===== config.mk =====
export PLATFORM = sky130hd
export DESIGN_NAME = cada_ctx_pe
export DESIGN_NICKNAME = d
export VERILOG_FILES = /design/src/rtl/cada_ctx_pe.sv
export SDC_FILE = /design/constraint.sdc
export NUM_CORES = 2
export LEC_CHECK = 0
export CAP_MARGIN = 20
export CORE_MARGIN = 3
export CORE_UTILIZATION = 30
export DETAILED_ROUTE_END_ITERATION = 8
export PLACE_DENSITY = 0.44
export SKIP_CTS_REPAIR_TIMING = 1
export SLEW_MARGIN = 25
export SYNTH_ARGS = -nofsm -noshare
export SYNTH_HDL_FRONTEND = slang
export SYNTH_SLANG_ARGS = --single-unit

===== constraint.sdc =====
create_clock -name clk -period 11 [get_ports clk]
set_input_delay 2.2 -clock clk [delete_from_list [all_inputs] [get_ports clk]]
set_output_delay 2.2 -clock clk [all_outputs]
set_load 0.01 [all_outputs]

===== src/rtl/cada_ctx_pe.sv =====
// rtl/cada_ctx_pe.sv - multi-context processing element with two-stage elastic pipeline and feedback accumulator
// Optional saturation of ADD/SUB/ADD3/MAC is enabled by defining CADA_PE_SAT_EN.
module cada_ctx_pe #(
   parameter int DATA_BW = 32,
   parameter int NUM_CTX = 4,
   parameter int CTX_BW  = $clog2(NUM_CTX),
   parameter int INST_BW = 8
) (
   input  logic               clk,
   input  logic               rst,
   input  logic [DATA_BW-1:0] in_a,
   input  logic [DATA_BW-1:0] in_b,
   input  logic [DATA_BW-1:0] in_c,
   input  logic               in_valid,
   output logic               in_ready,
   output logic [DATA_BW-1:0] out_data,
   output logic               out_valid,
   input  logic               out_ready,
   input  logic               cfg_we,
   input  logic [CTX_BW-1:0]  cfg_addr,
   input  logic [INST_BW-1:0] cfg_data,
   input  logic               ctx_switch,
   input  logic [CTX_BW-1:0]  ctx_sel,
   input  logic               acc_clr,
   output logic [CTX_BW-1:0]  ctx_active
);

   localparam int WB     = DATA_BW + 2;
   localparam int OPC_BW = 5;

   localparam logic [2:0] OP_ADD  = 3'b000;
   localparam logic [2:0] OP_SUB  = 3'b001;
   localparam logic [2:0] OP_MUL  = 3'b010;
   localparam logic [2:0] OP_MAC  = 3'b011;
   localparam logic [2:0] OP_ADD3 = 3'b100;
   localparam logic [2:0] OP_PASS = 3'b101;

   logic [OPC_BW-1:0]  ctxMem [NUM_CTX];

   logic               s1Valid;
   logic [DATA_BW-1:0] s1A;
   logic [DATA_BW-1:0] s1B;
   logic [DATA_BW-1:0] s1C;
   logic [OPC_BW-1:0]  s1Inst;

   logic [DATA_BW-1:0] acc;

   logic               s2Free;
   logic               accept;
   logic               s2Load;

   logic [DATA_BW-1:0] accEff;
   logic [DATA_BW-1:0] opA;
   logic [DATA_BW-1:0] prod;
   logic [WB-1:0]      sumAdd;
   logic [WB-1:0]      sumSub;
   logic [WB-1:0]      sumAdd3;
   logic [WB-1:0]      sumMac;
   logic [DATA_BW-1:0] resAdd;
   logic [DATA_BW-1:0] resSub;
   logic [DATA_BW-1:0] resAdd3;
   logic [DATA_BW-1:0] resMac;
   logic [DATA_BW-1:0] result;

   logic               unusedCfg;

   function automatic logic [WB-1:0] sx(input logic [DATA_BW-1:0] v);
      return {{2{v[DATA_BW-1]}}, v};
   endfunction

   assign s2Free   = ~out_valid | out_ready;
   assign in_ready = ~s1Valid | s2Free;
   assign accept   = in_valid & in_ready;
   assign s2Load   = s1Valid & s2Free;

   // Reserved instruction bits are never stored.
   assign unusedCfg = ^cfg_data[INST_BW-1:OPC_BW];

   // A clear in the same cycle as an S2 load makes that beat see acc = 0.
   always_comb begin
      accEff  = acc_clr ? '0 : acc;
      opA     = s1Inst[4] ? accEff : s1A;
      prod    = opA * s1B;
      sumAdd  = sx(opA) + sx(s1B);
      sumSub  = sx(opA) - sx(s1B);
      sumAdd3 = sx(opA) + sx(s1B) + sx(s1C);
      sumMac  = sx(accEff) + sx(prod);
   end

`ifdef CADA_PE_SAT_EN
   function automatic logic [DATA_BW-1:0] clampRes(input logic [WB-1:0] w);
      logic signed [WB-1:0] sw;
      logic signed [WB-1:0] maxV;
      logic signed [WB-1:0] minV;
      sw   = w;
      maxV = {3'b000, {(DATA_BW-1){1'b1}}};
      minV = {3'b111, {(DATA_BW-1){1'b0}}};
      if (sw > maxV)
         return maxV[DATA_BW-1:0];
      else if (sw < minV)
         return minV[DATA_BW-1:0];
      else
         return w[DATA_BW-1:0];
   endfunction

   assign resAdd  = clampRes(sumAdd);
   assign resSub  = clampRes(sumSub);
   assign resAdd3 = clampRes(sumAdd3);
   assign resMac  = clampRes(sumMac);
`else
   logic unusedWide;

   assign resAdd  = sumAdd[DATA_BW-1:0];
   assign resSub  = sumSub[DATA_BW-1:0];
   assign resAdd3 = sumAdd3[DATA_BW-1:0];
   assign resMac  = sumMac[DATA_BW-1:0];
   assign unusedWide = ^{sumAdd[WB-1:DATA_BW], sumSub[WB-1:DATA_BW],
                         sumAdd3[WB-1:DATA_BW], sumMac[WB-1:DATA_BW]};
`endif

   always_comb begin
      result = '0;
      case (s1Inst[2:0])
         OP_ADD:  result = resAdd;
         OP_SUB:  result = resSub;
         OP_MUL:  result = prod;
         OP_MAC:  result = resMac;
         OP_ADD3: result = resAdd3;
         OP_PASS: result = opA;
         default: result = '0;
      endcase
   end

   always_ff @(posedge clk or negedge rst) begin
      if (!rst) begin
         for (int i = 0; i < NUM_CTX; i++)
            ctxMem[i] <= '0;
         ctx_active <= '0;
      end else begin
         if (cfg_we)
            ctxMem[cfg_addr] <= cfg_data[OPC_BW-1:0];
         if (ctx_switch)
            ctx_active <= ctx_sel;
      end
   end

   // The instruction is bound here, so later cfg/switch never touch in-flight beats.
   always_ff @(posedge clk or negedge rst) begin
      if (!rst) begin
         s1Valid <= 1'b0;
         s1A     <= '0;
         s1B     <= '0;
         s1C     <= '0;
         s1Inst  <= '0;
      end else if (accept) begin
         s1Valid <= 1'b1;
         s1A     <= in_a;
         s1B     <= ctxMem[ctx_active][3] ? in_c : in_b;
         s1C     <= in_c;
         s1Inst  <= ctxMem[ctx_active];
      end else if (s2Load) begin
         s1Valid <= 1'b0;
      end
   end

   always_ff @(posedge clk or negedge rst) begin
      if (!rst) begin
         out_valid <= 1'b0;
         out_data  <= '0;
         acc       <= '0;
      end else begin
         if (s2Load) begin
            out_valid <= 1'b1;
            out_data  <= result;
            acc       <= result;
         end else begin
            if (out_ready)
               out_valid <= 1'b0;
            if (acc_clr)
               acc <= '0;
         end
      end
   end

endmodule

==> Yosys cells after proc, flatten, opt, wreduce, memory -nomap -nowiden <==
Cells that the tools add are included.
{ "totals": {"regBits": 189, "input_bits": 115, "output_inout_bits": 36, "wordCells": 53} }
{ "op_classes": {"addsub": 4, "mul": 1, "order_cmp": 3, "n_eq_ne": 5, "n_mux": 15, "bitwise_logic": 8, "reduce_logical": 4} }
{ "ops": {"columns": ["operator", "n"], "rows": [
  ["$pmux W32 S6", 1],
  ["$mux W32", 4],
  ["$add A32 B32 Y32", 3],
  ["$mul A32 B32 Y32", 1],
  ["$sub A32 B32 Y32", 1],
  ["$bwmux W20", 1],
  ["$mux W5", 3],
  ["$bmux W5 S2", 1],
  ["$demux W5 S2", 1],
  ["$eq A3 B2 Y1 const B", 2],
  ["$eq A3 B3 Y1 const B", 2],
  ["$ge A3 B3 Y1 const B", 2],
  ["$not A2 Y3", 2],
  ["$mux W1", 4],
  ["$reduce_bool A2 Y1", 2],
  ["$eq A3 B1 Y1 const B", 1],
  ["$logic_not A3 Y1", 1],
  ["$lt A3 B1 Y1 const B", 1],
  ["$and A1 B1 Y1", 2],
  ["$not A1 Y1", 2],
  ["$or A1 B1 Y1", 2],
  ["$logic_and A1 B1 Y1", 1]
]} }

==> Depth between registers and ports, before layout <==
{ "depth": {"ltp_word": 6, "ltp_mapped": 43, "ltp_nobuf": 40} }

==> Worst setup path before layout <==
No wires, ideal clock.
{ "synth_path": {"path_type": "input-to-reg", "from": "input acc_clr", "to": "register acc[31]", "setup_time_ns": 0.138, "arrival_time_ns": 11.028, "t_required_ns": 10.862, "slack_ns": -0.166, "stages": 39, "path_buffers": 3, "path_cell_list": "buf_2 > buf_2 > nor2b_1 > mux2i_1 > inv_1 > clkbuf_1 > ha_1 > fa_1 > fa_1 > inv_1 > fa_1 > inv_1 > fa_1 > inv_1 > fa_1 > inv_1 > fa_1 > fa_1 > [... 3 more ...] > and3_1 > and3_1 > o21a_1 > or2_2 > a21oi_1 > xnor2_1 > ha_1 > nand2_1 > nor3_1 > and4_1 > a32oi_1 > nand3_1 > a31oi_1 > a211o_1 > a21boi_0 > a2111o_1 > a221oi_2 > o22ai_1"} }
{ "synth_between": {"elab_chain_cells": 6, "word_cells_on_any_way": 9, "cone_classes": "add/sub: 4; mul: 1; mux: 4"} }
{ "synth_lines": {"columns": ["item", "line_no", "text"], "rows": [
  ["from (decl)", "24", "input logic acc_clr,"],
  ["$mux W32 *", null, null],
  ["$mux W32", "82", "opA = s1Inst[4] ? accEff : s1A;"],
  ["$mul A32 B32 Y32 / $add A32 B32 Y32 (equally long branches)", "83, 84, 86", null],
  ["$add A32 B32 Y32, on equally long branches", "87, 86", null],
  ["$pmux W32 S6", "123", "case (s1Inst[2:0])"],
  ["$mux W32 *", "172", "if (s2Load) begin"],
  ["to (signal assigned)", "175", "acc <= result;"],
  ["to (decl)", "46", "logic [DATA_BW-1:0] acc;"]
]} }
Mark *: on every way between the ends. The rest lies on a longest branch, timed or not.
A chain may end at the register's enable or synchronous reset.

==> Worst setup path in the final report <==
Same ends and word-level chain as after synthesis.

==> impl_metrics.env <==
export IMPL_antenna_found_initial=1
export IMPL_first_global_vias=27600
export IMPL_die_x_um=326
export IMPL_hold_path_class="reg -> reg"
export IMPL_maxSlewHeadroom_pct=32.4
export IMPL_final_common_cell="inv_1"
export IMPL_clock_latency_ps=490
export IMPL_cpPeakStageDelay_ps=610
export IMPL_fin_nets=4726
export IMPL_overflow=0
export IMPL_synth_largest_area_cell="fa_1"
export IMPL_syn_nets=4284
export IMPL_die_h_um=326
export IMPL_netlist_area_mm2=0.0308
export IMPL_drt_initial_drc_count=1912
export IMPL_status="completed"
export IMPL_grt_max_degree=68
export IMPL_drc=0
export IMPL_syn_inst=3510
export IMPL_final_layout_size_suffix_gt1_share_pct=20.0
export IMPL_track_usage_pct=22.6
export IMPL_tightest_slew_ps=1010
export IMPL_drtPass1Iterations=6
export IMPL_wl_um=121000
export IMPL_setup_viol=0
export IMPL_hpwlAfterDp_um=102000
export IMPL_rsz0062_at_grt="yes"
export IMPL_drv_slew=0
export IMPL_r2r_slack_ps=890
export IMPL_post_drt_wl_per_cell_um=22.8
export IMPL_min_period_ps=10900
export IMPL_cts_reportedPaths_clkPinSlew_ps=80
export IMPL_worst_ep_required_time_ps=11320
export IMPL_gp_congestion=0.923
export IMPL_placementRows=116
export IMPL_area_growth_pct=25.3
export IMPL_final_cell_mix="inv_1 (473), nand2_1 (407), buf_4 (398)"
export IMPL_synth_ff_type="dfrtp_1"
export IMPL_vias_per_cell=4.95
export IMPL_clock_skew_ps=39.7
export IMPL_vias=26400
export IMPL_arrival_ps=11220
export IMPL_critical_path_max_fanout=6
export IMPL_grt_pass1_wl_um=181000
export IMPL_die_area_mm2=0.107
export IMPL_cts_tree="yes"
export IMPL_numCtsBuffers=17
export IMPL_synth_area_per_cell_um2=8.77
export IMPL_yosysWarnings=0
export IMPL_ctsLongestPathBuffers=2
export IMPL_synth_cell_types=83
export IMPL_synth_top_cell_area_share_pct=26.8
export IMPL_hold_violations=0
export IMPL_root_buffer="clkbuf_16"
export IMPL_setup_tns_ps=0
export IMPL_maxCapViolations=0
export IMPL_initial_core_util_pct=30.5
export IMPL_cts_sinks=188
export IMPL_period_share_pct=99.1
export IMPL_port_buffers=147
export IMPL_crit_type="in -> reg"
export IMPL_synth_seq_cells=188
export IMPL_yosysSeqAreaShare_pct=15.3
export IMPL_slowest_stage="fa_1"
export IMPL_ant_nets=0
export IMPL_synthTopCellsByArea="fa_1 (27%), dfrtp_1 (15%), ha_1 (10%), inv_1 (6.0%), nand2_1 (5.0%)"
export IMPL_ys_async_sr_fraction_pct=100
export IMPL_coreArea_mm2=0.101
export IMPL_fmax_ghz=0.0917
export IMPL_cp_end_kind="flip-flop"
export IMPL_synth_edf_count=0
export IMPL_crit_top_cell="fa_1"
export IMPL_io_pins=151
export IMPL_start_kind="input port"
export IMPL_h_tree_depth=4
export IMPL_num_fill_cells=10500
-- cell families after synthesis --
kind of cell	Yosys count	synth area share (%)
simple gates	1049	15.0
buf+inv	671	8.34
fa+ha+maj	659	36.8
compound gates	586	12.5
flops	188	15.3
xor+xnor	179	5.47
mux	178	6.57
-- critical path: cells and delay by family --
kind	cells	cell delay [ps]
compound gates	8	1370
fa+ha+maj	10	4620
xor+xnor	1	90
mux	1	310
simple gates	11	1770
buf+inv	9	830
-- cell type report --
type | count | area [um2] | share of cell area [%]
clock buffer | 17 | 425 | 1.10
antenna | 2 | 5.00 | 0.0130
tap | 1357 | 1700 | 4.40
inverter | 510 | 1930 | 5.00
clock inverter | 15 | 213 | 0.551
sequential | 188 | 4710 | 12.2
timing repair buffer | 583 | 5060 | 13.1
multi-input combinational | 2652 | 24500 | 63.6
-- flip-flops by register name (all words and copies together), names as in the netlist, 2 cells and up --
register and flops:
s1C 32, ctx_active 2, out_data 32, s1B 32
s1Inst 4, s1A 32, acc 32, ctxMem 20
-- Yosys cell counts (49+ instances only) --
master	instances
inv_1	492
nand2_1	413
fa_1	412
nor2_1	331
ha_1	247
dfrtp_1	188
clkbuf_1	144
xnor2_1	139
a21oi_1	135
o21ai_0	125
mux2_2	104
a21o_1	76
and2_1	67
mux2i_1	61
nor3_1	51
nor2b_1	49
-- path summary, 6_finish.rpt --
path,startpoint,end,cells after the start
worst max register to register,s1Inst[4],acc[31],36
min in group asynchronous,rst,out_data[16],1
worst min-delay path,out_data[15],out_data[15],2
worst max-delay path,acc_clr,acc[31],40
worst min register to register,out_data[15],out_data[15],2
max in group asynchronous,rst,s1B[1],3
-- layer usage --
metal	GRT usage, %	wire (um)	vias up
met4	4.95	2700	0
met2	37.0	55500	659
li1	-	-	12300
met1	32.3	56700	13300
met5	0	0	-
met3	2.38	6340	92
-- metrics by stage --
stage | cells | worst slack [ps] | instance area (um2) | util [%] | hold slack, ps
floorplan | 3510 | 1.37 | 30800 | - | 471
global route | 5322 | -252 | 38600 | 38.2 | 517
finish | 5324 | 96.1 | 38600 | 38.2 | 487
global placement | 5259 | -1540 | 36600 | 36.2 | 460
detailed placement | 5259 | -1590 | 36600 | 36.2 | 465
CTS | 5291 | -1140 | 37200 | 36.8 | 490
Power is left out: the tool's default activity adds up to more than one toggle a clock period on the data nets, which glitch-free logic cannot reach.
